--- config.mk ---
export PLATFORM = sky130hd
export DESIGN_NAME = mdu_sequencer
export DESIGN_NICKNAME = d
export VERILOG_FILES = /design/src/rtl/mdu_pkg.sv /design/src/rtl/mdu_step.sv /design/src/rtl/mdu_sequencer.sv
export SDC_FILE = /design/constraint.sdc
export NUM_CORES = 1
export LEC_CHECK = 0
export CELL_PAD_IN_SITES_DETAIL_PLACEMENT = 0
export CELL_PAD_IN_SITES_GLOBAL_PLACEMENT = 1
export CORE_UTILIZATION = 44
export DETAILED_ROUTE_END_ITERATION = 8
export PLACE_DENSITY_LB_ADDON = 0.1
export SLEW_MARGIN = 15
export SYNTH_ARGS = -nofsm -noshare
export SYNTH_HDL_FRONTEND = slang
export SYNTH_SLANG_ARGS = --single-unit
--- constraint.sdc ---
create_clock -name i_clk -period 3.6 [get_ports i_clk]
set_input_delay 0.54 -clock i_clk [delete_from_list [all_inputs] [get_ports i_clk]]
set_output_delay 0.54 -clock i_clk [all_outputs]
set_load 0.02 [all_outputs]
--- src/rtl/mdu_pkg.sv ---
// Shared definitions for the long multiply/divide sequencer.
package mdu_pkg;

  typedef enum logic [1:0] {
    OP_UMULL = 2'b00,
    OP_SMULL = 2'b01,
    OP_UDIV  = 2'b10,
    OP_SDIV  = 2'b11
  } mdu_op_e;

  typedef enum logic [2:0] {
    ST_IDLE = 3'd0,
    ST_PREP = 3'd1,
    ST_RUN  = 3'd2,
    ST_FIX  = 3'd3,
    ST_DONE = 3'd4
  } mdu_state_e;

  // Quotient returned for a zero divisor; sliced to XLEN by the user.
  localparam int unsigned DIV_ZERO_W = 64;
  localparam logic [DIV_ZERO_W-1:0] DIV_ZERO_Q = '1;

  // Bit 1 of the op selects divide, bit 0 selects signed operands.
  function automatic logic op_is_div(mdu_op_e op);
    return op[1];
  endfunction

  function automatic logic op_is_signed(mdu_op_e op);
    return op[0];
  endfunction

endpackage

--- src/rtl/mdu_step.sv ---
// One iteration of the iterative datapath: radix-2 shift-add multiply or
// restoring divide. {i_hi, i_lo} is the working pair, i_b the multiplicand
// or divisor (always an unsigned magnitude here).
module mdu_step #(
  parameter int XLEN = 32
) (
  input  logic            i_is_div,
  input  logic [XLEN-1:0] i_hi,
  input  logic [XLEN-1:0] i_lo,
  input  logic [XLEN-1:0] i_b,
  output logic [XLEN-1:0] o_hi,
  output logic [XLEN-1:0] o_lo
);

  logic [XLEN:0] w_sum;
  logic [XLEN:0] w_shift;
  logic [XLEN:0] w_diff;
  logic          w_ge;

  // Multiply: add multiplicand on lo[0], then shift the pair right.
  // Divide: shift the pair left, trial-subtract, keep the difference if it
  // did not borrow. The partial remainder is always below the divisor, so
  // the top bit of the difference is a clean borrow flag.
  always_comb begin
    w_sum   = {1'b0, i_hi} + (i_lo[0] ? {1'b0, i_b} : '0);
    w_shift = {i_hi, i_lo[XLEN-1]};
    w_diff  = w_shift - {1'b0, i_b};
    w_ge    = ~w_diff[XLEN];
    if (i_is_div) begin
      o_hi = w_ge ? w_diff[XLEN-1:0] : w_shift[XLEN-1:0];
      o_lo = {i_lo[XLEN-2:0], w_ge};
    end else begin
      o_hi = w_sum[XLEN:1];
      o_lo = {w_sum[0], i_lo[XLEN-1:1]};
    end
  end

endmodule

--- src/rtl/mdu_sequencer.sv ---
// Multi-cycle long multiply / divide unit with pipeline stall handshake.
//
// state | meaning
// IDLE  | waiting for start; operands, op and destinations latched on accept
// PREP  | take magnitudes, record result signs, detect divide-by-zero
// RUN   | XLEN iterations of shift-add or restoring subtract
// FIX   | apply signs (or the divide-by-zero result), load result register
// DONE  | one-cycle completion: done, reg_write, pipeline released
//
// Divide-by-zero skips RUN and goes PREP -> FIX -> DONE, so completion comes
// three edges after the accept edge (counting the accept edge itself); a
// normal operation completes XLEN+3 edges after it counted the same way.
module mdu_sequencer
  import mdu_pkg::*;
#(
  parameter int XLEN = 32
) (
  input  logic              i_clk,
  input  logic              i_reset,    // active low, asynchronous
  input  logic              i_start,
  input  logic [1:0]        i_op,
  input  logic [XLEN-1:0]   i_src_a,
  input  logic [XLEN-1:0]   i_src_b,
  input  logic [3:0]        i_rd_lo,
  input  logic [3:0]        i_rd_hi,
  input  logic              i_flush,
  output logic              o_busy,
  output logic              o_stall,
  output logic              o_done,
  output logic [2*XLEN-1:0] o_result,
  output logic [3:0]        o_wa3,
  output logic [3:0]        o_wa3_2,
  output logic [1:0]        o_reg_write
);

  localparam int CNT_W = $clog2(XLEN);
  localparam logic [CNT_W-1:0] CNT_LAST = CNT_W'(XLEN - 1);

  mdu_state_e        r_state;
  mdu_state_e        w_next;
  mdu_op_e           r_op;
  logic [3:0]        r_rd_lo;
  logic [3:0]        r_rd_hi;
  logic [XLEN-1:0]   r_a_raw;
  logic [XLEN-1:0]   r_b;
  logic [XLEN-1:0]   r_hi;
  logic [XLEN-1:0]   r_lo;
  logic              r_neg_lo;
  logic              r_neg_rem;
  logic              r_div_zero;
  logic [CNT_W-1:0]  r_cnt;
  logic [2*XLEN-1:0] r_result;

  logic              w_accept;
  logic              w_a_neg;
  logic              w_b_neg;
  logic [XLEN-1:0]   w_a_mag;
  logic [XLEN-1:0]   w_b_mag;
  logic [XLEN-1:0]   w_step_hi;
  logic [XLEN-1:0]   w_step_lo;
  logic [2*XLEN-1:0] w_prod;
  logic [XLEN-1:0]   w_quot;
  logic [XLEN-1:0]   w_rem;
  logic [2*XLEN-1:0] w_final;

  assign w_accept = (r_state == ST_IDLE) && i_start && !i_flush;

  mdu_step #(.XLEN(XLEN)) u_step (
    .i_is_div (op_is_div(r_op)),
    .i_hi     (r_hi),
    .i_lo     (r_lo),
    .i_b      (r_b),
    .o_hi     (w_step_hi),
    .o_lo     (w_step_lo)
  );

  // Operand magnitudes and final sign correction of the working pair.
  always_comb begin
    w_a_neg = op_is_signed(r_op) && r_a_raw[XLEN-1];
    w_b_neg = op_is_signed(r_op) && r_b[XLEN-1];
    w_a_mag = w_a_neg ? -r_a_raw : r_a_raw;
    w_b_mag = w_b_neg ? -r_b : r_b;
    w_prod  = {r_hi, r_lo};
    w_quot  = r_neg_lo  ? -r_lo : r_lo;
    w_rem   = r_neg_rem ? -r_hi : r_hi;
    w_final = r_neg_lo ? -w_prod : w_prod;
    if (op_is_div(r_op)) begin
      w_final = r_div_zero ? {r_a_raw, DIV_ZERO_Q[XLEN-1:0]} : {w_rem, w_quot};
    end
  end

  // State register.
  always_ff @(posedge i_clk or negedge i_reset) begin
    if (!i_reset) r_state <= ST_IDLE;
    else          r_state <= w_next;
  end

  // Next state and status outputs.
  always_comb begin
    w_next      = r_state;
    o_busy      = 1'b1;
    o_done      = 1'b0;
    o_stall     = 1'b0;
    o_reg_write = 2'b00;
    unique case (r_state)
      ST_IDLE: begin
        o_busy  = 1'b0;
        o_stall = w_accept && i_reset;
        if (w_accept) w_next = ST_PREP;
      end
      ST_PREP: begin
        o_stall = 1'b1;
        if (i_flush)                            w_next = ST_IDLE;
        else if (op_is_div(r_op) && r_b == '0)  w_next = ST_FIX;
        else                                    w_next = ST_RUN;
      end
      ST_RUN: begin
        o_stall = 1'b1;
        if (i_flush)                w_next = ST_IDLE;
        else if (r_cnt == CNT_LAST) w_next = ST_FIX;
      end
      ST_FIX: begin
        o_stall = 1'b1;
        w_next  = i_flush ? ST_IDLE : ST_DONE;
      end
      ST_DONE: begin
        o_done      = 1'b1;
        o_reg_write = (r_rd_hi == r_rd_lo) ? 2'b01 : 2'b11;
        w_next      = ST_IDLE;
      end
      default: begin
        o_busy = 1'b0;
        w_next = ST_IDLE;
      end
    endcase
  end

  // Datapath, counter and result registers.
  always_ff @(posedge i_clk or negedge i_reset) begin
    if (!i_reset) begin
      r_op       <= OP_UMULL;
      r_rd_lo    <= '0;
      r_rd_hi    <= '0;
      r_a_raw    <= '0;
      r_b        <= '0;
      r_hi       <= '0;
      r_lo       <= '0;
      r_neg_lo   <= 1'b0;
      r_neg_rem  <= 1'b0;
      r_div_zero <= 1'b0;
      r_cnt      <= '0;
      r_result   <= '0;
    end else begin
      unique case (r_state)
        ST_IDLE: begin
          if (w_accept) begin
            r_op    <= mdu_op_e'(i_op);
            r_rd_lo <= i_rd_lo;
            r_rd_hi <= i_rd_hi;
            r_a_raw <= i_src_a;
            r_b     <= i_src_b;
          end
        end
        ST_PREP: begin
          r_hi       <= '0;
          r_lo       <= w_a_mag;
          r_b        <= w_b_mag;
          r_neg_lo   <= w_a_neg ^ w_b_neg;
          r_neg_rem  <= w_a_neg;
          r_div_zero <= op_is_div(r_op) && (r_b == '0);
          r_cnt      <= '0;
        end
        ST_RUN: begin
          r_hi  <= w_step_hi;
          r_lo  <= w_step_lo;
          r_cnt <= r_cnt + CNT_W'(1);
        end
        ST_FIX: begin
          if (!i_flush) r_result <= w_final;
        end
        default: ;
      endcase
    end
  end

  assign o_result = r_result;
  assign o_wa3    = r_rd_lo;
  assign o_wa3_2  = r_rd_hi;

endmodule

# Yosys cells after proc, flatten, opt, wreduce, memory -nomap -nowiden
# Cells that the tools add are included.
[totals]
wordCells = 78
inputBits = 78
register_bits = 213
out_inout_bits = 77
[op_classes]
n_reduce_logical = 17
bitwise_logic = 3
n_addsub = 8
muxes = 28
n_eq_ne = 9
[op_table]
columns = ["cell", "count"]
rows = [
  ["$mux 32", 9],
  ["$mux 64", 3],
  ["$pmux 32 s2", 3],
  ["$neg 32->32", 4],
  ["$neg 64->64", 1],
  ["$add 32x33->33", 1],
  ["$sub 33x32->33", 1],
  ["$logic_not 32->1", 1],
  ["$mux 3", 4],
  ["$pmux 3 s4", 1],
  ["$pmux 5 s2", 1],
  ["$eq 3x2->1 const B", 2],
  ["$logic_and 1x1->1", 6],
  ["$mux 2", 3],
  ["$reduce_and 2->1", 3],
  ["$add 5x1->5 const B", 1],
  ["$eq 5x5->1 const B", 1],
  ["$eq 4x4->1", 1],
  ["$ne 2x2->1 const B", 2],
  ["$reduce_bool 2->1", 2],
  ["$reduce_or 4->1", 1],
  ["$eq 3x1->1 const B", 1],
  ["$eq 3x3->1 const B", 1],
  ["$logic_not 3->1", 1],
  ["other kinds (8)", 11],
]

# Logic depth before layout (Yosys ltp)
# Gate-level depths: netlist of run 1.
[logic_depth]
word_depth = 5
depth_mapped = 15
mapped_depth_nobuf = 14

# By module
# Synthesis of run 1 repeated with hierarchy kept, for this count alone.
[hier_totals]
hier_cells = 2108
hier_area_um2 = 17217.8
[by_module_without_submodules]
columns = ["mod", "n_inst", "cells_per_inst", "area_per_inst_um2"]
rows = [
  ["mdu_sequencer", 1, 1445, 12627.1],
  ["mdu_step", 1, 663, 4590.7],
]

# Worst setup path after synthesis of run 1
# OpenSTA, ideal clock, no wires.
[synth_timing]
path_kind = "flip-flop to flip-flop"
startpoint = "register r_lo[0]"
endpoint = "register r_hi[27]"
setup_ns = 0.086
path_slack_ns = 0.309
t_arrival_ns = 3.205
n_path_buf = 1
required_ns = 3.514
stages_incl_launch_ff = 16
cell_sequence = "dfrtp_1 > inv_1 > buf_1 > nor2_1 > ha_1 > inv_1 > fa_1 > nand2b_1 > a21o_1 > a21oi_1 > nor2_1 > o41a_1 > o31ai_1 > and4_1 > nor3_1 > nor3_1"
[synth_between]
elab_chain_len = 4
[synth_rtl]
columns = ["item", "line_no", "text"]
rows = [
  ["start: declaration", "mdu_sequencer.sv:47", "logic [XLEN-1:0] r_lo;"],
  ["start signal: assignment", "mdu_sequencer.sv:166", "r_lo <= w_a_mag;"],
  ["start signal: assignment", "mdu_sequencer.sv:175", "r_lo <= w_step_lo;"],
  ["$mux 32", "mdu_step.sv:25", "w_sum = {1'b0, i_hi} + (i_lo[0] ? {1'b0, i_b} : '0);"],
  ["$add 32x33->33", "mdu_step.sv:25", ""],
  ["$mux 32", "mdu_step.sv:29", "if (i_is_div) begin"],
  ["$pmux 32 s2", "mdu_sequencer.sv:154", "unique case (r_state)"],
  ["end signal: assignment", "mdu_sequencer.sv:174", "r_hi <= w_step_hi;"],
  ["end: declaration", "mdu_sequencer.sv:46", "logic [XLEN-1:0] r_hi;"],
]
# Every way passes these cells.
# A chain may end at the register's enable or synchronous reset.

# Worst setup path in the final report of run 1
[layout_timing]
startpoint = "register r_b[7]"
endpoint = "register r_hi[3]"
[layout_between]
elab_chain_len = 4
[layout_rtl]
columns = ["item", "line_no", "text"]
rows = [
  ["start: declaration", "mdu_sequencer.sv:45", "logic [XLEN-1:0] r_b;"],
  ["start signal: assignment", "mdu_sequencer.sv:161", "r_b <= i_src_b;"],
  ["start signal: assignment", "mdu_sequencer.sv:167", "r_b <= w_b_mag;"],
  ["$sub 33x32->33", "mdu_step.sv:27", "w_diff = w_shift - {1'b0, i_b};"],
  ["$mux 32", "mdu_step.sv:30", "o_hi = w_ge ? w_diff[XLEN-1:0] : w_shift[XLEN-1:0];"],
  ["$mux 32", "mdu_step.sv:29", ""],
  ["$pmux 32 s2", "mdu_sequencer.sv:154", ""],
]
# Every way passes these cells.

==> metrics.md, run 1 <==
| Metric | Value |
|---|---|
| Status | `finished clean` |
| CTS buffer count | `26` |
| Via/cell ratio | `5.98` |
| Dpl hpwl | `45.9 mm` |
| Tightest Pin Transition | `1.12 ns` |
| DRT iter0 DRCs | `1529` |
| CP top delay family | `compound AO/OA/AOI/OAI gates` |
| Switching share of power | `0.477` |
| CTS max path bufs | `3` |
| Setup crit start | `r_b[7]` |
| Tot Pwr | `18.7 mW` |
| DR vias | `16788` |
| Critical Path Fanout Max | `15` |
| Core outline area | `0.0370 mm²` |
| Instance count on the critical path | `12` |
| Slew Limit Fails | `0` |
| Leak Pwr | `8.95 nW` |
| CTS tree | `yes` |
| Sink Count | `213` |
| I/O pin cnt | `155` |
| Worst Path Arrival | `3.89 ns` |
| Power share of the clock group | `0.160` |
| Initial Util | `0.451` |
| Post-synth top area share | `0.320` |
| R2R setup slack | `0.15 ns` |
| Relative slew slack | `0.255` |
| Detail Route Antenna Nets | `0` |
| Post-synth net total | `2286` |
| Yosys reg bits | `213` |
| Post-layout net count | `2433` |
| Total negative setup slack | `0 ns` |
| Primary FF master, synth | `dfrtp_1` |
| Comb power frac | `0.612` |
| Die Wd | `197 µm` |
| Reg2reg start | `r_b[7]` |
| R2r worst-path depth | `12` |
| Dominant cells by area after synthesis | `dfrtp_1 32%, nand2_1 7.2%, ha_1 5.3%` |
| Htree depth | `1` |
| Syn Area/Cell | `7.81 µm²` |
| Synth-to-Final Area Change | `21.8%` |
| Final hold slack | `0.370 ns` |
| Period minus WS final | `3.45 ns` |
| Number of global-route vias before repair | `15693` |
| Pwr dens | `920 mW/mm²` |
| CP max stage delay | `0.46 ns` |
| Post-Synthesis Cell Area | `0.0167 mm²` |
| Cells after Synth | `2136` |
| Fmax | `290 MHz` |
| Row cnt | `70` |
| Number of port buffers | `154` |
| Critical Path RT | `4.04 ns` |
| Worst path slowest cell | `a2111o_1` |
| Antenna violations before repair | `1` |
| Max-cap viol count | `0` |
| Post-synth EDFFs | `0` |
| Setup crit end kind | `flop` |
| Crit path kind | `reg2reg` |
| Reg power frac | `0.228` |
| Clock Latency Late Sink | `0.56 ns` |
| First-pass GRT wire length | `94.4 mm` |
| Most common cell after layout, fill and taps aside | `nand2_1` |
| Gr ovfl total | `0` |
| Pin count of the biggest net entering global routing | `166` |
| Psw | `8.92 mW` |
| Total Routed Length | `61.4 mm` |
| Buf/Inv on CP | `3` |
| DRC viols | `0` |
| Clock transition at path regs | `0.06 ns` |
| Yosys warns | `0` |
| Die height | `197 µm` |
| Synth area leader | `dfrtp_1` |
| Peak supply drop | `523 µV` |
| P_int | `9.77 mW` |
| Ratio of cells with drive above 1 in the final layout | `0.0929` |
| Gpl congestion | `0.958` |
| HP Class | `in2async` |
| Fin. Hold Viols | `0` |
| Tcrit/Tclk final | `0.958` |
| Synth unique cells | `80` |
| Die Area | `0.0387 mm²` |
| Setup-failing EPs final | `0` |
| GRT Overall Usage | `0.315` |
| CP startpoint kind | `flop` |
| Worst Skew | `0.0207 ns` |
| # diodes | `0` |
| Root buf cell | `clkbuf_16` |
| Fillers | `3578` |
| Leading cell types in the layout, fill and taps excluded | `319 x nand2_1, 209 x dfrtp_1, 187 x nor2_1` |
| Wire per inst | `21.9 µm` |
| Sequential area share after synthesis | `0.320` |
| Critical path cell sequence | `inv_1 -> ha_1 -> a2111o_1 -> o211ai_1 -> a31oi_2 -> buf_4 -> a21o_1 -> a211oi_4 -> buf_12 -> mux2_2 -> a21oi_1 -> nor2_1` |
| Drt pass-1 iters | `7` |
| RR Endpoint | `r_hi[3]` |
| Ys async rst share | `1.00` |
[per-layer routing]
metal  vias to the layer above  global-route usage  wire length, µm
li1                       7928                   -                -
met1                      8197               0.476            29100
met2                       602               0.450            25500
met3                        61              0.0703             5340
met4                         0              0.0772             1440
met5                         -                   0                0
[stage by stage]
stage / cells / instance area [µm²] / setup WS [ns] / utilization
after floorplan: 2136 / 16700 / 0.309 / -
after global placement: 2754 / 19200 / -0.0605 / 0.520
after detailed placement: 2754 / 19200 / -0.0664 / 0.520
after CTS: 2803 / 20200 / 0.0123 / 0.547
after global routing: 2807 / 20300 / -0.0207 / 0.550
final: 2807 / 20300 / 0.150 / 0.550
[power groups by stage]
stage	logic (mW)	registers (mW)	clock network, mW
floorplan	6.83	4.27	0
CTS	10.9	4.23	3.03
global placement	10.9	4.24	0
global route	12.4	4.36	3.12
finish	11.4	4.26	2.99
detailed placement	10.9	4.25	0
[state kept, by name, indices dropped and copies added, names as in the netlist]
| signal | count |
|---|---|
| o_result | 64 |
| o_wa3 | 4 |
| o_wa3_2 | 4 |
| r_a_raw | 32 |
| r_b | 32 |
| r_cnt | 5 |
| r_div_zero | 1 |
| r_hi | 32 |
| r_lo | 32 |
| r_neg_lo | 1 |
| r_neg_rem | 1 |
| r_op | 2 |
| r_state | 3 |
[cells in the mapped netlist, types with 7 or more instances]
cell / n
o21a_1: 12
xor2_1: 77
inv_1: 72
and2_1: 8
dfrtp_1: 213
a32oi_1: 7
clkbuf_1: 130
a221o_1: 23
nand3b_1: 7
nand2_1: 319
o221ai_1: 16
o21ai_1: 13
nand4_1: 24
o41ai_1: 12
and3_1: 19
a21oi_1: 171
xnor2_1: 87
nand2b_1: 16
a21o_1: 31
nor4_1: 18
o22ai_1: 13
mux2i_1: 56
nor3_1: 58
buf_1: 17
or4_1: 12
o21ai_0: 170
a211oi_1: 12
or3_1: 28
o31ai_1: 24
o211ai_1: 33
a31oi_1: 17
nor2_1: 188
o21bai_1: 11
nand3_1: 44
ha_1: 70
nor2b_1: 10
[logic make-up after synthesis]
family	synth area share
flops	0.320
buf+inv	0.0531
compound gates	0.238
fa+ha+maj	0.0549
simple gates	0.213
xor+xnor	0.0861
mux	0.0350
[worst max path at each step]
stage | end | slack (ns)
after global placement | r_state[0] | -0.06
after CTS | r_hi[25] | 0.01
after detailed placement | r_state[0] | -0.07
after floorplan | r_hi[27] | 0.31
final | r_hi[3] | 0.15
after global routing | r_b[30] | -0.02
[final cells by class]
type	instances	area [µm²]	share of cell area
multi-input combinational	1694	10500	0.519
sequential	213	5340	0.263
timing repair buffer	275	2550	0.126
clock buffer	33	727	0.0358
tap	504	631	0.0310
inverter	73	274	0.0135
clock inverter	15	248	0.0122
[worst reg2reg max path, stage by stage, from the launching register on]
cell and delay, ns:
dfrtp_2 0.41, inv_1 0.09, ha_1 0.31, a2111o_1 0.47, o211ai_1 0.33, a31oi_2 0.18, buf_4 0.17, a21o_1 0.22
a211oi_4 0.40, buf_12 0.21, mux2_2 0.35, a21oi_1 0.14, nor2_1 0.05
[what timing repair did]
item | 4_1_cts | 5_1_grt
gates cloned | 0 | 2
setup endpoints to repair | 2 | 21
setup buffers | 0 | 2
endpoints found under the hold margin | 2 | 0
gates resized for setup | 1 | 12
pin swaps | 0 | 3
hold buffers | 1 | 0
Note: power is estimated with default switching activity, not from simulation.
==> run 2, diff against run 1 <==
--- a/config.mk
+++ b/config.mk
@@ -9,8 +9,10 @@
 export CELL_PAD_IN_SITES_GLOBAL_PLACEMENT = 1
 export CORE_UTILIZATION = 44
 export DETAILED_ROUTE_END_ITERATION = 8
+export GPL_ROUTABILITY_DRIVEN = 0
 export PLACE_DENSITY_LB_ADDON = 0.1
-export SLEW_MARGIN = 15
+export RECOVER_POWER = 100
+export SLEW_MARGIN = 20
 export SYNTH_ARGS = -nofsm -noshare
 export SYNTH_HDL_FRONTEND = slang
 export SYNTH_SLANG_ARGS = --single-unit
==> run 2 against run 1 <==
Wire length down 2.4%. Design area down 1.9%. Sequential power up 1%. Combinational power down 4%. Critical path type unchanged. Clock skew up 0.0062 ns. Utilization down 1.0 points. Die area unchanged. The run now ends with max-capacitance violations, max-slew violations left. Setup slack worse by 0.015 ns. Power down 4.3%. Critical endpoint is now r_b[30]. Clock-buffer cell count up 5. Sequential share of layout area up 0.51 points. Largest cell class unchanged.
==> metrics.md, run 2 (synthesis gave the netlist of run 1 again) <==
| Metric | Value |
|---|---|
| Status | `finished, violations left` |
| Failing checks | `max-capacitance violations, max-slew violations` |
| Number of port buffers | `154 (unchanged)` |
| Tot Pwr | `17.9 mW (-4.3%)` |
| Initial Util | `0.451 (unchanged)` |
| Post-layout net count | `2415 (-0.74%)` |
| Wire per inst | `21.5 µm (-1.7%)` |
| Antenna violations before repair | `0 (-1)` |
| Slew Limit Fails | `163 (+163)` |
| Detail Route Antenna Nets | `0 (unchanged)` |
| Root buf cell | `clkbuf_16` |
| CTS tree | `yes` |
| Critical Path Fanout Max | `6 (-9)` |
| Setup WS pre-CTS | `-0.00520 ns (+0.0612 ns)` |
| Ratio of cells with drive above 1 in the final layout | `0.0771 (-0.0158)` |
| Relative slew slack | `-0.190 (-0.444)` |
| CTS max path bufs | `3 (unchanged)` |
| Via/cell ratio | `6.02 (+0.65%)` |
| CP startpoint kind | `flop` |
| Tightest Pin Transition | `1.78 ns (+0.667 ns)` |
| Gr ovfl total | `0 (unchanged)` |
| Clock transition at path regs | `0.06 ns (about the same)` |
| Synth-to-Final Area Change | `19.5%` |
| Fmax | `289 MHz (-0.44%)` |
| Tcrit/Tclk final | `0.963 (+0.00425)` |
| Worst Skew | `0.0269 ns (+0.00618 ns)` |
| Drt pass-1 iters | `6 (-1)` |
| First-pass GRT wire length | `92.5 mm (-2.0%)` |
| DRT iter0 DRCs | `1643 (+7.5%)` |
| Pin count of the biggest net entering global routing | `127 (-23%)` |
| Leak Pwr | `8.89 nW (-0.64%)` |
| HP Class | `in2async` |
| Pwr dens | `896 mW/mm² (-2.5%)` |
| # diodes | `0 (unchanged)` |
| Dpl hpwl | `44.6 mm (-2.8%)` |
| I/O pin cnt | `155 (unchanged)` |
| Setup crit end kind | `flop` |
| Peak supply drop | `631 µV (+21%)` |
| Core outline area | `0.0370 mm² (unchanged)` |
| Critical Path RT | `4.06 ns (+0.02 ns)` |
| Worst Setup Slack, final | `0.134 ns (-0.0153 ns)` |
| Period minus WS final | `3.47 ns (+0.0153 ns)` |
| Die height | `197 µm (unchanged)` |
| Most common cell after layout, fill and taps aside | `nand2_1` |
| Die Wd | `197 µm (unchanged)` |
| Sink Count | `213 (unchanged)` |
| Die Area | `0.0387 mm² (unchanged)` |
| GRT Overall Usage | `0.306 (-0.00955)` |
| Fin. Hold Viols | `0 (unchanged)` |
| Crit path kind | `reg2reg` |
| Max-cap viol count | `2 (+2)` |
| Setup-failing EPs final | `0 (unchanged)` |
| Row cnt | `70 (unchanged)` |
| R2R setup slack | `0.13 ns (-0.02 ns)` |
| CTS buffer count | `27 (+3.8%)` |
| Max reg flops | `64 (unchanged)` |
| DR vias | `16777 (-0.066%)` |
| Clock Latency Late Sink | `0.58 ns (+0.02 ns)` |
| Leading cell types in the layout, fill and taps excluded | `319 x nand2_1, 208 x dfrtp_1, 188 x nor2_1` |
| Worst Path Arrival | `3.93 ns (+0.04 ns)` |
| Number of global-route vias before repair | `15803 (+0.70%)` |
| Htree depth | `1 (unchanged)` |
| Total Routed Length | `59.9 mm (-2.4%)` |
| DRC viols | `0 (unchanged)` |
==> run 2: cell count changes in the layout (fill, tap and decap cells not counted), sizes merged <==
| cell | previous run | this run |
|---|---|---|
| clkinvlp | 0 | 2 |
| buf | 119 | 88 |
| clkdlybuf4s50 | 153 | 76 |
| bufinv | 6 | 0 |
| clkbuf | 35 | 52 |
| dlygate4sd3 | 1 | 78 |
| clkinv | 7 | 5 |
==> run 2: final timing paths <==
path	start	to	cells after the start
min in group i_clk	o_result[62]	o_result[62]	1
min reg2reg	o_result[62]	o_result[62]	1
min	i_reset	r_b[11]	2
max in group asynchronous	i_reset	r_op[1]	3
max	r_b[1]	r_b[30]	11
max reg2reg	r_b[1]	r_b[30]	11
==> run 2: repair_timing <==
item,CTS,global route
endpoints found under the setup margin,2,12
gates cloned,0,2
setup buffers,0,3
endpoints found under the hold margin,38,0
resized for setup,2,12
pin swaps,0,3
hold buffers,1,0
==> run 2: metrics by stage <==
| stage | util | cell area (µm²) | setup TNS, ns | std cells | hold WS (ns) |
|---|---|---|---|---|---|
| floorplan | - | 16700 | 0 | 2136 | 0.244 |
| global placement | 0.516 | 19100 | 0 | 2734 | 0.459 |
| detailed placement | 0.516 | 19100 | -0.00520 | 2734 | 0.459 |
| CTS | 0.539 | 19900 | 0 | 2782 | 0.440 |
| global route | 0.539 | 19900 | -0.0276 | 2787 | 0.473 |
| finish | 0.539 | 19900 | 0 | 2787 | 0.443 |
==> run 2: metal layers <==
layer	GRT usage	part of all wire	vias to the layer above
li1	-	-	7900
met1	0.466	0.48	8091
met2	0.449	0.42	713
met3	0.0445	0.083	73
met4	0.0755	0.024	0
met5	0	0	-
==> run 2: layout make-up <==
cell class                      instances  area [µm²]
Clock buffer                           38         777
Fill cell                            3599       17000
Timing Repair Buffer                  256        2340
Sequential cell                       213        5340
Inverter                               73         274
Clock inverter                          9        71.3
Tap cell                              504         631
Multi-Input combinational cell       1694       10500
==> run 2: power breakdown <==
group          internal [mW]  switching, mW  total [mW]  leakage (nW)
sequential              3.21           1.10        4.31          2.69
combinational           4.40           6.52        10.9          5.79
clock                   1.51           1.13        2.64         0.417
==> run 2: worst max-delay path: stages, from the launching register on <==
cell	delay (ns)
dfrtp_1	0.46
inv_1	0.15
ha_1	0.20
or3b_1	0.40
or3_4	0.38
nor4b_1	0.49
and4_1	0.31
and3_1	0.22
nand2_1	0.20
nor3_1	0.20
nor3_1	0.06
a221o_1	0.26
==> run 3, diff against run 2 <==
--- a/config.mk
+++ b/config.mk
@@ -16,3 +16,4 @@
 export SYNTH_ARGS = -nofsm -noshare
 export SYNTH_HDL_FRONTEND = slang
 export SYNTH_SLANG_ARGS = --single-unit
+export TNS_END_PERCENT = 10
==> run 3 against run 2 <==
Register-to-register slack about the same. Critical path depth increased by 4. Largest cell class unchanged. The flow still finishes with violations (max-capacitance violations, max-slew violations). Critical endpoint is now r_hi[27]. Clock-buffer cell count unchanged.
==> metrics.md, run 3 (synthesis gave the netlist of run 1 again) <==
| Metric | Value |
|---|---|
| Fmax | `289 MHz (about the same)` |
| Max reg flops | `64 (unchanged)` |
| Failing checks | `max-capacitance violations, max-slew violations` |
| Pwr dens | `886 mW/mm² (-1.2%)` |
| CTS max path bufs | `3 (unchanged)` |
| Peak supply drop | `688 µV (+9.1%)` |
| Die Wd | `197 µm (unchanged)` |
| Ratio of cells with drive above 1 in the final layout | `0.0759 (-0.00118)` |
| Synth-to-Final Area Change | `19.2%` |
| Dpl hpwl | `44.6 mm (unchanged)` |
| Tightest Pin Transition | `1.80 ns (+0.0138 ns)` |
| Buf/Inv on CP | `3 (+2)` |
| DRT iter0 DRCs | `1669 (+1.6%)` |
| CP top delay family | `compound AO/OA/AOI/OAI gates` |
| Psw | `8.65 mW (-1.2%)` |
| Final hold slack | `0.442 ns (-0.000532 ns)` |
| Post-layout net count | `2411 (-0.17%)` |
| Setup WS pre-CTS | `-0.00520 ns (unchanged)` |
| Critical path cell sequence | `inv_1 -> nor2_1 -> ha_1 -> inv_1 -> fa_1 -> nand2b_1 -> a21o_1 -> a21oi_2 -> nor2_1 -> o41a_1 -> o31ai_2 -> buf_4 -> and4_1 -> nor3_1 -> nor3_1` |
| Clock Latency Late Sink | `0.58 ns (about the same)` |
| Slew Limit Fails | `164 (+0.61%)` |
| Fin. Hold Viols | `0 (unchanged)` |
| Setup-failing EPs final | `0 (unchanged)` |
| First-pass GRT wire length | `92.5 mm (unchanged)` |
| GRT Overall Usage | `0.306 (unchanged)` |
| Layout Cells excl Fill | `2784 (-0.11%)` |
| Die Area | `0.0387 mm² (unchanged)` |
| Leak Pwr | `8.86 nW (-0.36%)` |
| Cell total after placement | `2734 (unchanged)` |
| Die height | `197 µm (unchanged)` |
| Power share of the clock group | `0.150 (+0.002)` |
| DR vias | `16681 (-0.57%)` |
| Worst Path Arrival | `3.94 ns (about the same)` |
| Clock transition at path regs | `0.06 ns (about the same)` |
| Via/cell ratio | `5.99 (-0.47%)` |
| CP startpoint kind | `flop` |
| Tot Pwr | `17.6 mW (-1.5%)` |
| Gr ovfl total | `0 (unchanged)` |
| Root buf cell | `clkbuf_16` |
| Wire per inst | `21.4 µm (-0.39%)` |
| Sink Count | `213 (unchanged)` |
| P_int | `8.96 mW (-1.7%)` |
| HP Class | `in2async` |
| Detail Route Antenna Nets | `0 (unchanged)` |
| Final Util | `0.538 (-0.00159)` |
| Register Area | `0.00534 mm² (unchanged)` |
| Post-DP Area | `0.0191 mm² (unchanged)` |
| Leading cell types in the layout, fill and taps excluded | `319 x nand2_1, 208 x dfrtp_1, 188 x nor2_1` |
| Drt pass-1 iters | `5 (-1)` |
| Critical Path Fanout Max | `5 (-1)` |
| Setup crit end kind | `flop` |
| Initial Util | `0.451 (unchanged)` |
| Comb power frac | `0.605 (-0.006)` |
| CTS tree | `yes` |
| Row cnt | `70 (unchanged)` |
| Worst Setup Slack, final | `0.134 ns (-0.000123 ns)` |
| Relative slew slack | `-0.199 (-0.00919)` |
| Core outline area | `0.0370 mm² (unchanged)` |
| CTS buffer count | `27 (unchanged)` |
| Number of global-route vias before repair | `15803 (unchanged)` |
| Reg power frac | `0.245 (+0.004)` |
| Period minus WS final | `3.47 ns (+0.000123 ns)` |
| Antenna violations before repair | `0 (unchanged)` |
| Worst Skew | `0.0291 ns (+0.00217 ns)` |
| Total negative setup slack | `0 ns (unchanged)` |
| Total Routed Length | `59.6 mm (-0.50%)` |
| Footprint of the multi-input gates | `0.0105 mm² (unchanged)` |
| Tcrit/Tclk final | `0.963 (about the same)` |
| Fin area | `0.0199 mm² (-0.29%)` |
| Switching share of power | `0.491 (+0.00129)` |
| Critical Path RT | `4.07 ns (about the same)` |
| Worst path slowest cell | `o41a_1` |
| Htree depth | `1 (unchanged)` |
| Most common cell after layout, fill and taps aside | `nand2_1` |
| Fillers | `3611 (+0.33%)` |
| Number of port buffers | `154 (unchanged)` |
| DRC viols | `0 (unchanged)` |
| Crit path kind | `reg2reg` |
| I/O pin cnt | `155 (unchanged)` |
| Status | `finished, violations left` |
| CP max stage delay | `0.49 ns (about the same)` |
| Pin count of the biggest net entering global routing | `127 (unchanged)` |
| Max-cap viol count | `2 (unchanged)` |
[run 3: cell count changes in the layout (fill, tap and decap cells not counted)]
cell       previous run  this run
clkbuf_1             12        11
buf_4                85        84
clkbuf_16            29        27
diode_2               0         1
[run 3: worst register-to-register path: stages (launching register included)]
cell,delay (ns)
dfrtp_2,0.42
inv_1,0.11
nor2_1,0.13
ha_1,0.19
inv_1,0.07
fa_1,0.38
nand2b_1,0.21
a21o_1,0.23
a21oi_2,0.17
nor2_1,0.12
o41a_1,0.49
o31ai_2,0.24
buf_4,0.17
and4_1,0.20
nor3_1,0.06
nor3_1,0.18
[run 3: cell type report]
| type | count | area share |
|---|---|---|
| multi-input cells | 1694 | 0.529 |
| diodes | 1 | 0.000126 |
| inverters | 73 | 0.0138 |
| clock buffers | 38 | 0.0391 |
| well taps | 504 | 0.0317 |
| clock inverters | 9 | 0.00359 |
| flip-flops and latches | 213 | 0.269 |
| repair buffers | 252 | 0.115 |
[run 3: repair_timing]
action,CTS,global route
pin swaps,0,2
gates resized for setup,2,12
buffers inserted,0,1
hold endpoints to repair,38,0
hold buffers,1,0
endpoints found under the setup margin,2,12
[run 3: worst paths after layout]
path	from	to	slack (ns)	cells past startpoint
max	r_b[0]	r_hi[27]	0.13	15
min	i_reset	r_b[11]	0.44	2
max reg2reg	r_b[0]	r_hi[27]	0.13	15
min reg2reg	o_result[58]	o_result[58]	0.47	1
max in group asynchronous	i_reset	r_op[1]	0.84	3
min in group i_clk	o_result[58]	o_result[58]	0.47	1
[run 3: metal layers]
layer	global-route usage	up-vias	wire length, µm
met2	0.449	633	24900
met3	0.0445	78	4540
met5	0	-	0
met4	0.0755	0	1450
met1	0.466	8095	28700
li1	-	7875	-
[run 3: power groups by stage]
stage	logic (mW)	clock network, mW	registers, mW
CTS	10.6	2.69	4.30
global route	11.6	2.76	4.42
finish	10.7	2.64	4.31
detailed placement	10.5	0	4.33
global placement	10.4	0	4.31
floorplan	6.83	0	4.27
